--- src/rtl/core_pkg.sv ---
// Core-wide constants shared by the pipeline stages.
//   Xlen             : address / PC width
//   Ilen             : instruction word width
//   ResetAddrDefault : PC taken out of reset when a stage is not told otherwise
//   FetchDepth       : fetch FIFO entries, which is also the fetch credit limit
package core_pkg;

    localparam int Xlen = 32;
    localparam int Ilen = 32;

    localparam logic [Xlen-1:0] ResetAddrDefault = 32'h0000_0000;
    localparam int              FetchDepth       = 2;

endpackage

--- src/rtl/fetch_fifo.sv ---
// Instruction buffer between the imem response port and decode.
// Depth x Ilen synchronous FIFO; the head entry is visible combinationally.
// Ports:
//   clk_i, rst_i : clock, asynchronous active-high reset
//   push_i/data_i: write data_i at the tail
//   pop_i        : drop the head entry
//   flush_i      : empty the FIFO; dominates push and pop
//   full_o       : count_o == Depth
//   empty_o      : count_o == 0
//   count_o      : number of valid entries
//   head_o       : entry at the head
module fetch_fifo
    import core_pkg::*;
#(
    parameter int Depth = FetchDepth,
    parameter int CntW  = $clog2(Depth + 1)
) (
    input  logic            clk_i,
    input  logic            rst_i,
    input  logic            push_i,
    input  logic [Ilen-1:0] data_i,
    input  logic            pop_i,
    input  logic            flush_i,
    output logic            full_o,
    output logic            empty_o,
    output logic [CntW-1:0] count_o,
    output logic [Ilen-1:0] head_o
);

    localparam int PtrW = (Depth > 1) ? $clog2(Depth) : 1;

    logic [Ilen-1:0] mem_q [Depth];
    logic [PtrW-1:0] wr_ptr_q;
    logic [PtrW-1:0] rd_ptr_q;
    logic [CntW-1:0] count_q;
    logic            wr_en;
    logic            rd_en;

    // Pointers wrap explicitly so Depth need not be a power of two.
    function automatic logic [PtrW-1:0] next_ptr(input logic [PtrW-1:0] p);
        return (p == PtrW'(Depth - 1)) ? '0 : p + PtrW'(1);
    endfunction

    assign full_o  = (count_q == CntW'(Depth));
    assign empty_o = (count_q == '0);
    assign count_o = count_q;
    assign head_o  = mem_q[rd_ptr_q];

    // A full FIFO can still accept a write when the head leaves in the same cycle.
    assign rd_en = pop_i && !empty_o;
    assign wr_en = push_i && (!full_o || rd_en);

    always_ff @(posedge clk_i or posedge rst_i) begin
        if (rst_i) begin
            wr_ptr_q <= '0;
            rd_ptr_q <= '0;
            count_q  <= '0;
            for (int i = 0; i < Depth; i++) begin
                mem_q[i] <= '0;
            end
        end else if (flush_i) begin
            wr_ptr_q <= '0;
            rd_ptr_q <= '0;
            count_q  <= '0;
        end else begin
            if (wr_en) begin
                mem_q[wr_ptr_q] <= data_i;
                wr_ptr_q        <= next_ptr(wr_ptr_q);
            end
            if (rd_en) begin
                rd_ptr_q <= next_ptr(rd_ptr_q);
            end
            case ({wr_en, rd_en})
                2'b10:   count_q <= count_q + CntW'(1);
                2'b01:   count_q <= count_q - CntW'(1);
                default: count_q <= count_q;
            endcase
        end
    end

endmodule

--- src/rtl/fetch.sv ---
// Instruction fetch stage. Owns the fetch PC, issues in-order word requests
// to imem under a credit limit of Depth (outstanding + buffered), buffers the
// returned words and presents {pc_o, instr_o} to decode over valid/ready.
// A redirect re-targets the PC, flushes the buffer and marks every response
// still in flight as stale so it is discarded on arrival.
// Ports:
//   clk_i, rst_i            : clock, asynchronous active-high reset
//   redirect_valid_i/pc_i   : re-target fetch; pc bits [1:0] are ignored
//   imem_req_valid_o/ready_i: request handshake, address on imem_req_addr_o
//   imem_rsp_valid_i/data_i : in-order response, never stalled
//   instr_valid_o/ready_i   : decode handshake, instr_o at pc_o
module fetch
    import core_pkg::*;
#(
    parameter logic [Xlen-1:0] ResetAddr = ResetAddrDefault,
    parameter int              Depth     = FetchDepth
) (
    input  logic            clk_i,
    input  logic            rst_i,
    input  logic            redirect_valid_i,
    input  logic [Xlen-1:0] redirect_pc_i,
    output logic            imem_req_valid_o,
    input  logic            imem_req_ready_i,
    output logic [Xlen-1:0] imem_req_addr_o,
    input  logic            imem_rsp_valid_i,
    input  logic [Ilen-1:0] imem_rsp_data_i,
    output logic            instr_valid_o,
    input  logic            instr_ready_i,
    output logic [Ilen-1:0] instr_o,
    output logic [Xlen-1:0] pc_o
);

    localparam int              CntW     = $clog2(Depth + 1);
    localparam logic [CntW:0]   DepthCnt = (CntW + 1)'(Depth);

    logic [Xlen-1:0] pc_q, pc_d;
    logic [Xlen-1:0] head_pc_q, head_pc_d;
    logic [CntW-1:0] outstanding_q, outstanding_d;
    logic [CntW-1:0] drop_cnt_q, drop_cnt_d;

    logic [CntW-1:0] fifo_count;
    logic            fifo_full;
    logic            fifo_empty;
    logic [CntW:0]   credit_used;
    logic            credit_ok;
    logic            req_fire;
    logic            pop;
    logic            push;
    logic            rsp_stale;
    logic [Xlen-1:0] redirect_target;
    logic            unused_pc_bits;

    assign redirect_target = {redirect_pc_i[Xlen-1:2], 2'b00};
    assign unused_pc_bits  = ^redirect_pc_i[1:0];

    // Credit counts registered state only: a pop this cycle frees its slot next cycle.
    assign credit_used = {1'b0, outstanding_q} + {1'b0, fifo_count};
    assign credit_ok   = (credit_used < DepthCnt);

    assign imem_req_valid_o = !rst_i && !redirect_valid_i && credit_ok;
    assign imem_req_addr_o  = pc_q;
    assign req_fire         = imem_req_valid_o && imem_req_ready_i;

    assign instr_valid_o = !rst_i && !fifo_empty && !redirect_valid_i;
    assign pc_o          = head_pc_q;
    assign pop           = instr_valid_o && instr_ready_i;

    assign rsp_stale = (drop_cnt_q != '0);
    assign push      = imem_rsp_valid_i && !rsp_stale && !redirect_valid_i;

    always_comb begin
        pc_d          = pc_q;
        head_pc_d     = head_pc_q;
        outstanding_d = outstanding_q;
        drop_cnt_d    = drop_cnt_q;

        if (redirect_valid_i) begin
            pc_d          = redirect_target;
            head_pc_d     = redirect_target;
            // Everything still in flight after this cycle's response is stale,
            // and this cycle's response is discarded as well.
            outstanding_d = outstanding_q - CntW'(imem_rsp_valid_i);
            drop_cnt_d    = outstanding_q - CntW'(imem_rsp_valid_i);
        end else begin
            if (req_fire) begin
                pc_d = pc_q + Xlen'(4);
            end
            if (pop) begin
                head_pc_d = head_pc_q + Xlen'(4);
            end
            outstanding_d = outstanding_q + CntW'(req_fire) - CntW'(imem_rsp_valid_i);
            if (imem_rsp_valid_i && rsp_stale) begin
                drop_cnt_d = drop_cnt_q - CntW'(1);
            end
        end
    end

    always_ff @(posedge clk_i or posedge rst_i) begin
        if (rst_i) begin
            pc_q          <= ResetAddr;
            head_pc_q     <= ResetAddr;
            outstanding_q <= '0;
            drop_cnt_q    <= '0;
        end else begin
            pc_q          <= pc_d;
            head_pc_q     <= head_pc_d;
            outstanding_q <= outstanding_d;
            drop_cnt_q    <= drop_cnt_d;
        end
    end

    fetch_fifo #(
        .Depth (Depth),
        .CntW  (CntW)
    ) u_fifo (
        .clk_i   (clk_i),
        .rst_i   (rst_i),
        .push_i  (push),
        .data_i  (imem_rsp_data_i),
        .pop_i   (pop),
        .flush_i (redirect_valid_i),
        .full_o  (fifo_full),
        .empty_o (fifo_empty),
        .count_o (fifo_count),
        .head_o  (instr_o)
    );

    a_push_not_full: assert property (@(posedge clk_i) disable iff (rst_i)
        !(push && fifo_full && !pop));
    a_rsp_has_owner: assert property (@(posedge clk_i) disable iff (rst_i)
        !(imem_rsp_valid_i && (outstanding_q == '0)));
    a_req_no_overflow: assert property (@(posedge clk_i) disable iff (rst_i)
        !(req_fire && !imem_rsp_valid_i && ({1'b0, outstanding_q} == DepthCnt)));
    a_outstanding_bound: assert property (@(posedge clk_i) disable iff (rst_i)
        ({1'b0, outstanding_q} <= DepthCnt));
    a_fifo_count_bound: assert property (@(posedge clk_i) disable iff (rst_i)
        ({1'b0, fifo_count} <= DepthCnt));
    a_drop_within_outstanding: assert property (@(posedge clk_i) disable iff (rst_i)
        (drop_cnt_q <= outstanding_q));
    a_credit_bound: assert property (@(posedge clk_i) disable iff (rst_i)
        (credit_used <= DepthCnt));

endmodule
--- config.mk ---
export PLATFORM = sky130hd
export DESIGN_NAME = fetch
export DESIGN_NICKNAME = d
export VERILOG_FILES = /design/src/rtl/core_pkg.sv /design/src/rtl/fetch_fifo.sv /design/src/rtl/fetch.sv
export SDC_FILE = /design/constraint.sdc
export NUM_CORES = 1
export LEC_CHECK = 0
export ABC_AREA = 1
export CORE_MARGIN = 3
export CORE_UTILIZATION = 55
export CTS_BUF_LIST = sky130_fd_sc_hd__clkbuf_4 sky130_fd_sc_hd__clkbuf_8
export CTS_CLUSTER_DIAMETER = 50
export CTS_CLUSTER_SIZE = 28
export DETAILED_ROUTE_END_ITERATION = 10
export PLACE_DENSITY_LB_ADDON = 0.05
export SYNTH_ARGS = -nofsm -noshare
export SYNTH_HDL_FRONTEND = slang
export SYNTH_SLANG_ARGS = --single-unit
export TNS_END_PERCENT = 100
--- constraint.sdc ---
create_clock -name clk_i -period 12.2 [get_ports clk_i]
set_input_delay 2.44 -clock clk_i [delete_from_list [all_inputs] [get_ports clk_i]]
set_output_delay 2.44 -clock clk_i [all_outputs]
set_load 0.05 [all_outputs]
Yosys cells after proc, flatten, opt, wreduce, memory -nomap -nowiden

Cells that the tools add are included.
W data, S select, Z words.

Output and inout port bits: 98
RAM bits: 0
Input bits: 70
Flip-flop bits (word level): 136
Memories kept: 0
Word-level logic and storage cells: 78
Memory bits (read-only): 0
Latch bits: 0

Div/mod/pow operators: 0
Bitwise gates (word level): 3
Multiply operators: 0
Equal/unequal tests: 3
Shift operators: 0
Muxes and demuxes: 21
Reductions and logical operators: 27
$lt $le $gt $ge: 4
Add/subtract/negate cells: 11

Operators by type and width:

| operator                | number |
|---|---|
| $mux W32                | 8 |
| $add A32 B3 Y32 const B | 2 |
| $bwmux W64              | 1 |
| $demux W32 S1           | 1 |
| $logic_and A1 B1 Y1     | 12 |
| $reduce_bool A2 Y1      | 6 |
| $mux W2                 | 4 |
| $mux W1                 | 6 |
| $logic_not A1 Y1        | 5 |
| $eq A2 B2 Y1 const B    | 2 |
| $ge A2 B2 Y1 const B    | 2 |
| $not A1 Y2              | 2 |
| $pmux W2 S2             | 1 |
| $sub A2 B1 Y2           | 2 |
| $sub A2 B1 Y2 const B   | 2 |
| $add A2 B2 Y3           | 1 |
| $lt A3 B2 Y1 const B    | 1 |
| $reduce_bool A3 Y1      | 1 |
| $add A1 B1 Y1 const B   | 2 |
| $add A2 B1 Y2           | 1 |
| $add A2 B1 Y2 const B   | 1 |
| $eq A2 B1 Y1 const B    | 1 |
| $logic_not A2 Y1        | 1 |
| $lt A2 B1 Y1 const B    | 1 |
| other kinds (3)         | 3 |

Depth between registers and ports, before layout

Word-level depth: 11
Mapped depth: 12
Gate-level depth less buffers: 12

Hierarchy

Synthesis repeated with hierarchy kept, for this count alone.

Cell total of the unflattened synthesis: 1053
Area, all modules: 7923.8 um^2

Modules (own cells, without submodules):

| module     | area an instance (um^2) | sequential area each (um^2) | instances | cells an instance |
|---|---|---|---|---|
| fetch      | 4498.1                  | 1601.5                      | 1         | 674 |
| fetch_fifo | 3425.8                  | 1701.6                      | 1         | 379 |

Worst setup path after synthesis

OpenSTA, ideal clock, no wires.

Path kind: input -> output
Start point: input port redirect_valid_i
End point: output port imem_req_valid_o
Data arrival time: 3.704 ns
Stages on the path: 3
Data required time: 9.760 ns
Path slack: 6.056 ns
Path through: nor2_2 inv_1 nor3_1

Longest elaborated chain between the ends: 3

Ends and longest elaborated chain:

| element                           | line        | RTL |
|---|---|---|
| start, declared                   | fetch.sv:20 | `input logic redirect_valid_i,` |
| $logic_not A1 Y1                  | fetch.sv:60 | `assign imem_req_valid_o = !rst_i && !redirect_valid_i && credit_ok;` |
| $logic_and A1 B1 Y1 (2 in series) | fetch.sv:60 |  |
| end, declared                     | fetch.sv:22 | `output logic imem_req_valid_o,` |

Every way passes these cells.

Worst setup path after layout

Same ends and word-level chain as after synthesis.

==> metrics.txt <==
status=completed; initial DRC count=639; Psw=slightly below 0.0009 W; Flop pwr share=34.8%; most used cell, CP=clkdlybuf4s50_1; GRT overflow=0; crit path max-delay cell type=clkdlybuf4s50_1; area of the multi-input gates=3560 um^2; first-pass GRT wire length=33,400 um; Cell variety after synth=37; Combinational Power Share=46.5%; Area Growth Syn to Fin=27.3%; layout cell share with drive strength beyond 1=4.20%; yosys warns=0; chip width=about 120 um; Clock Sink Count=132; Worst-Skew Late Latency=0.45 ns; Detailed Place HPWL=14,800 um; clk buf depth=2; routability cong.=0.888; CP Launch Type=input port; # IOs=168; worst-path fanout max=39; DR DRC count=0; top_reg_cell synth=dfrtp_1; CTS tree=yes; worst-path cell chain=clkdlybuf4s50_1 > buf_4 > nor2_2 > inv_1 > nor3_1 > clkdlybuf4s50_1; Setup CP Type=in2out; Async SR Flop Fraction=100%; RSZ-0062 raised after global routing=false; CP max stage delay=roughly 0.83 ns; Die ar.=between 15,000 and 20,000 um^2; Post-Synth XOR/XNOR Area=1.86%; Core ar.=13,300 um^2; largest family of logic cells by synthesized area=simple AND/OR/NAND/NOR gates; leakage=4.48 nW; pwr dens=204 nW/um^2; compound-gate portion of the synthesized area=a little under an eighth; Pre-antenna DRT Iters=5; Clock Skew=0.0149 ns; Setup TNS=0 ns; switch share=between 40% and 50%; Post-CTS Setup Repair Bufs=0; Post-CTS Hold Fix Bufs=0; CP Capture Type=output pin; ANT nets after route=0; number of synthesized flops with an enable pin=0; gr usage total=between 20% and 30%; register area=3300 um^2; worst setup slack after layout=5.35 ns; WP data required=roughly 10 ns; Worst EP arrival=4.41 ns; clk slew on worst S/H paths=0.06 ns; Mapped Area=7520 um^2; H-tree levels=4; post-synthesis register bit count=132; Synth area leaders=dfrtp_1 (44%), nand2_1 (20%), o21ai_0 (8.4%); Vias=7,484; Root Buffer=clkbuf_8; number of buffers created by CTS=17; endpoints failing setup=0; # rows=42; leading area contributor after synthesis=dfrtp_1; pre-CTS worst setup slack=5.33 ns; sequential-to-total area share from yosys stat=43.9%; MaxCap Viol Count=0; IO Port Bufs=161; Routed WL=20,900 um; Final nets=1,304; Clock power frac=18.6%; Synth Area in Adders=1.26%; Post-CTS Resized=0; antenna diode count=0; max-slew violations=0; Cells after Synth=1,082; Hold Violations, Final=0; HP Class=reg2reg; Max-slew headroom=31.0%; Tcrit/Tclk final=between 50 and 60%; initial antenna violation count=0; mux cell area share after synthesis=0%; fmax=roughly 150 MHz; largest net degree at the start of global routing=83; Avg Synthesized Cell Area=between 6 and 7 um^2; Die H=123 um; worst-margin pin slew=1.04 ns; internal cell power=0.00106 W; total power=between 0.0015 and 0.002 W; min Tclk post-route=between 6 and 7 ns; vias in the first global route=6,883; drt via density=5.29; initial core utilization=between 50% and 60%; share of the synthesized area in the top cell type=43.9%; Synth Area in Simple Gates=approximately a third; Filler cells=1,117; Worst VDD drop=0.0000996 V; Avg WL per Cell=around 15 um
worst max-delay path, delay by kind of cell:
| kind | cells | cell delay (ns) |
|---|---|---|
| buffers and inverters | 4 | 1.57 |
| and+or+nand+nor | 2 | 0.39 |
kinds of logic after synthesis:
family | Yosys count
AO/OA/AOI/OAI | 161
buffers and inverters | 166
XOR/XNOR | 16
AND/OR/NAND/NOR | 599
other | 1
flip-flops | 132
adder cells (fa/ha/maj) | 7
final cells by class:
type	instances	share of cell area (%)
tap	176	2.30
timing repair buffer	165	17.1
sequential	132	34.5
clock buffer	22	2.90
clock inverter	8	1.10
multi-input combinational	787	37.2
inverter	124	4.89
power groups by stage:
stage / clock network (W) / logic (W) / registers (W)
3_3_place_gp: 0 / 0.000891 / 0.000681
4_1_cts: 0.000369 / 0.000912 / 0.000678
5_1_grt: 0.000386 / 0.000981 / 0.000697
2_1_floorplan: 0 / 0.000523 / 0.000771
3_5_place_dp: 0 / 0.000909 / 0.000686
6_report: 0.000363 / 0.000907 / 0.000679
metal layers:
layer,part of all wire [%],routed length (um),global-route usage [%],vias to the layer above
met1,42,8740,37.1,3470
met5,0,0,0,-
li1,-,-,-,3692
met2,47,9860,45.5,285
met4,2.4,498,10.4,0
met3,8.4,1750,6.95,37
placed cells by master (no fill, tap or decap), drive strengths merged:
master,netlist,final
a21oi,10,10
a22oi,1,1
a31oi,1,1
and2,4,4
buf,25,4
bufinv,0,2
clkbuf,17,22
clkdlybuf4s50,0,161
clkinv,0,3
clkinvlp,0,3
conb,1,4
dfrtp,132,132
fa,1,1
ha,6,6
inv,124,124
nand2,405,405
nand3,77,77
nand3b,4,4
nand4,8,8
nor2,93,93
nor3,5,5
nor3b,1,1
o211ai,8,8
o21ai,134,134
o21bai,4,4
o221ai,1,1
o22ai,1,1
o311ai,1,1
or2,2,2
xnor2,1,1
xor2,15,15
through the flow:
step / area (um^2) / instances / util (%) / hold slack [ns]
finish: 9580 / 1414 / 72.0 / 0.499
global route: 9580 / 1414 / 72.0 / 0.517
CTS: 9580 / 1414 / 72.0 / 0.503
detailed placement: 9190 / 1384 / 69.2 / 0.487
global placement: 9190 / 1384 / 69.2 / 0.480
floorplan: 7530 / 1085 / - / 0.465
path summary, 6_finish.rpt:
kind / from / end / slack (ns) / cells after the start
worst max-delay path: redirect_valid_i / imem_req_valid_o / 5.35 / 6
worst min-delay path: u_fifo.mem_q[17]$_DFFE_PP0P_ / u_fifo.mem_q[17]$_DFFE_PP0P_ / 0.50 / 2
worst max register to register: u_fifo.count_o[1]$_DFFE_PP0P_ / u_fifo.count_o[1]$_DFFE_PP0P_ / 9.55 / 9
worst min register to register: u_fifo.mem_q[17]$_DFFE_PP0P_ / u_fifo.mem_q[17]$_DFFE_PP0P_ / 0.50 / 2
max in group asynchronous: rst_i / imem_req_addr_o[16]$_DFFE_PP0P_ / 8.25 / 3
min in group asynchronous: rst_i / u_fifo.mem_q[38]$_DFFE_PP0P_ / 2.47 / 2
flip-flops by register name, summed over array words and instances, names as in the netlist:
register / cells
drop_cnt_q: 2
u_fifo.mem_q: 64
u_fifo.wr_ptr_q: 1
imem_req_addr_o: 30
u_fifo.count_o: 2
pc_o: 30
outstanding_q: 2
u_fifo.rd_ptr_q: 1
cells in the mapped netlist, types with 2 or more instances:
cell type	number
nand2_1	404
dfrtp_1	132
o21ai_0	126
inv_1	121
nor2_1	86
nand3_1	75
clkbuf_1	16
buf_2	15
xor2_1	15
a21oi_1	10
nand4_1	8
o211ai_1	8
buf_4	7
o21ai_1	7
ha_1	6
nor3_1	5
and2_1	4
nand3b_1	4
nor2_2	4
o21bai_1	4
buf_1	3
inv_2	3
nor2_4	3
nand3_2	2
or2_2	2
Note: power is estimated with default switching activity, not from simulation.
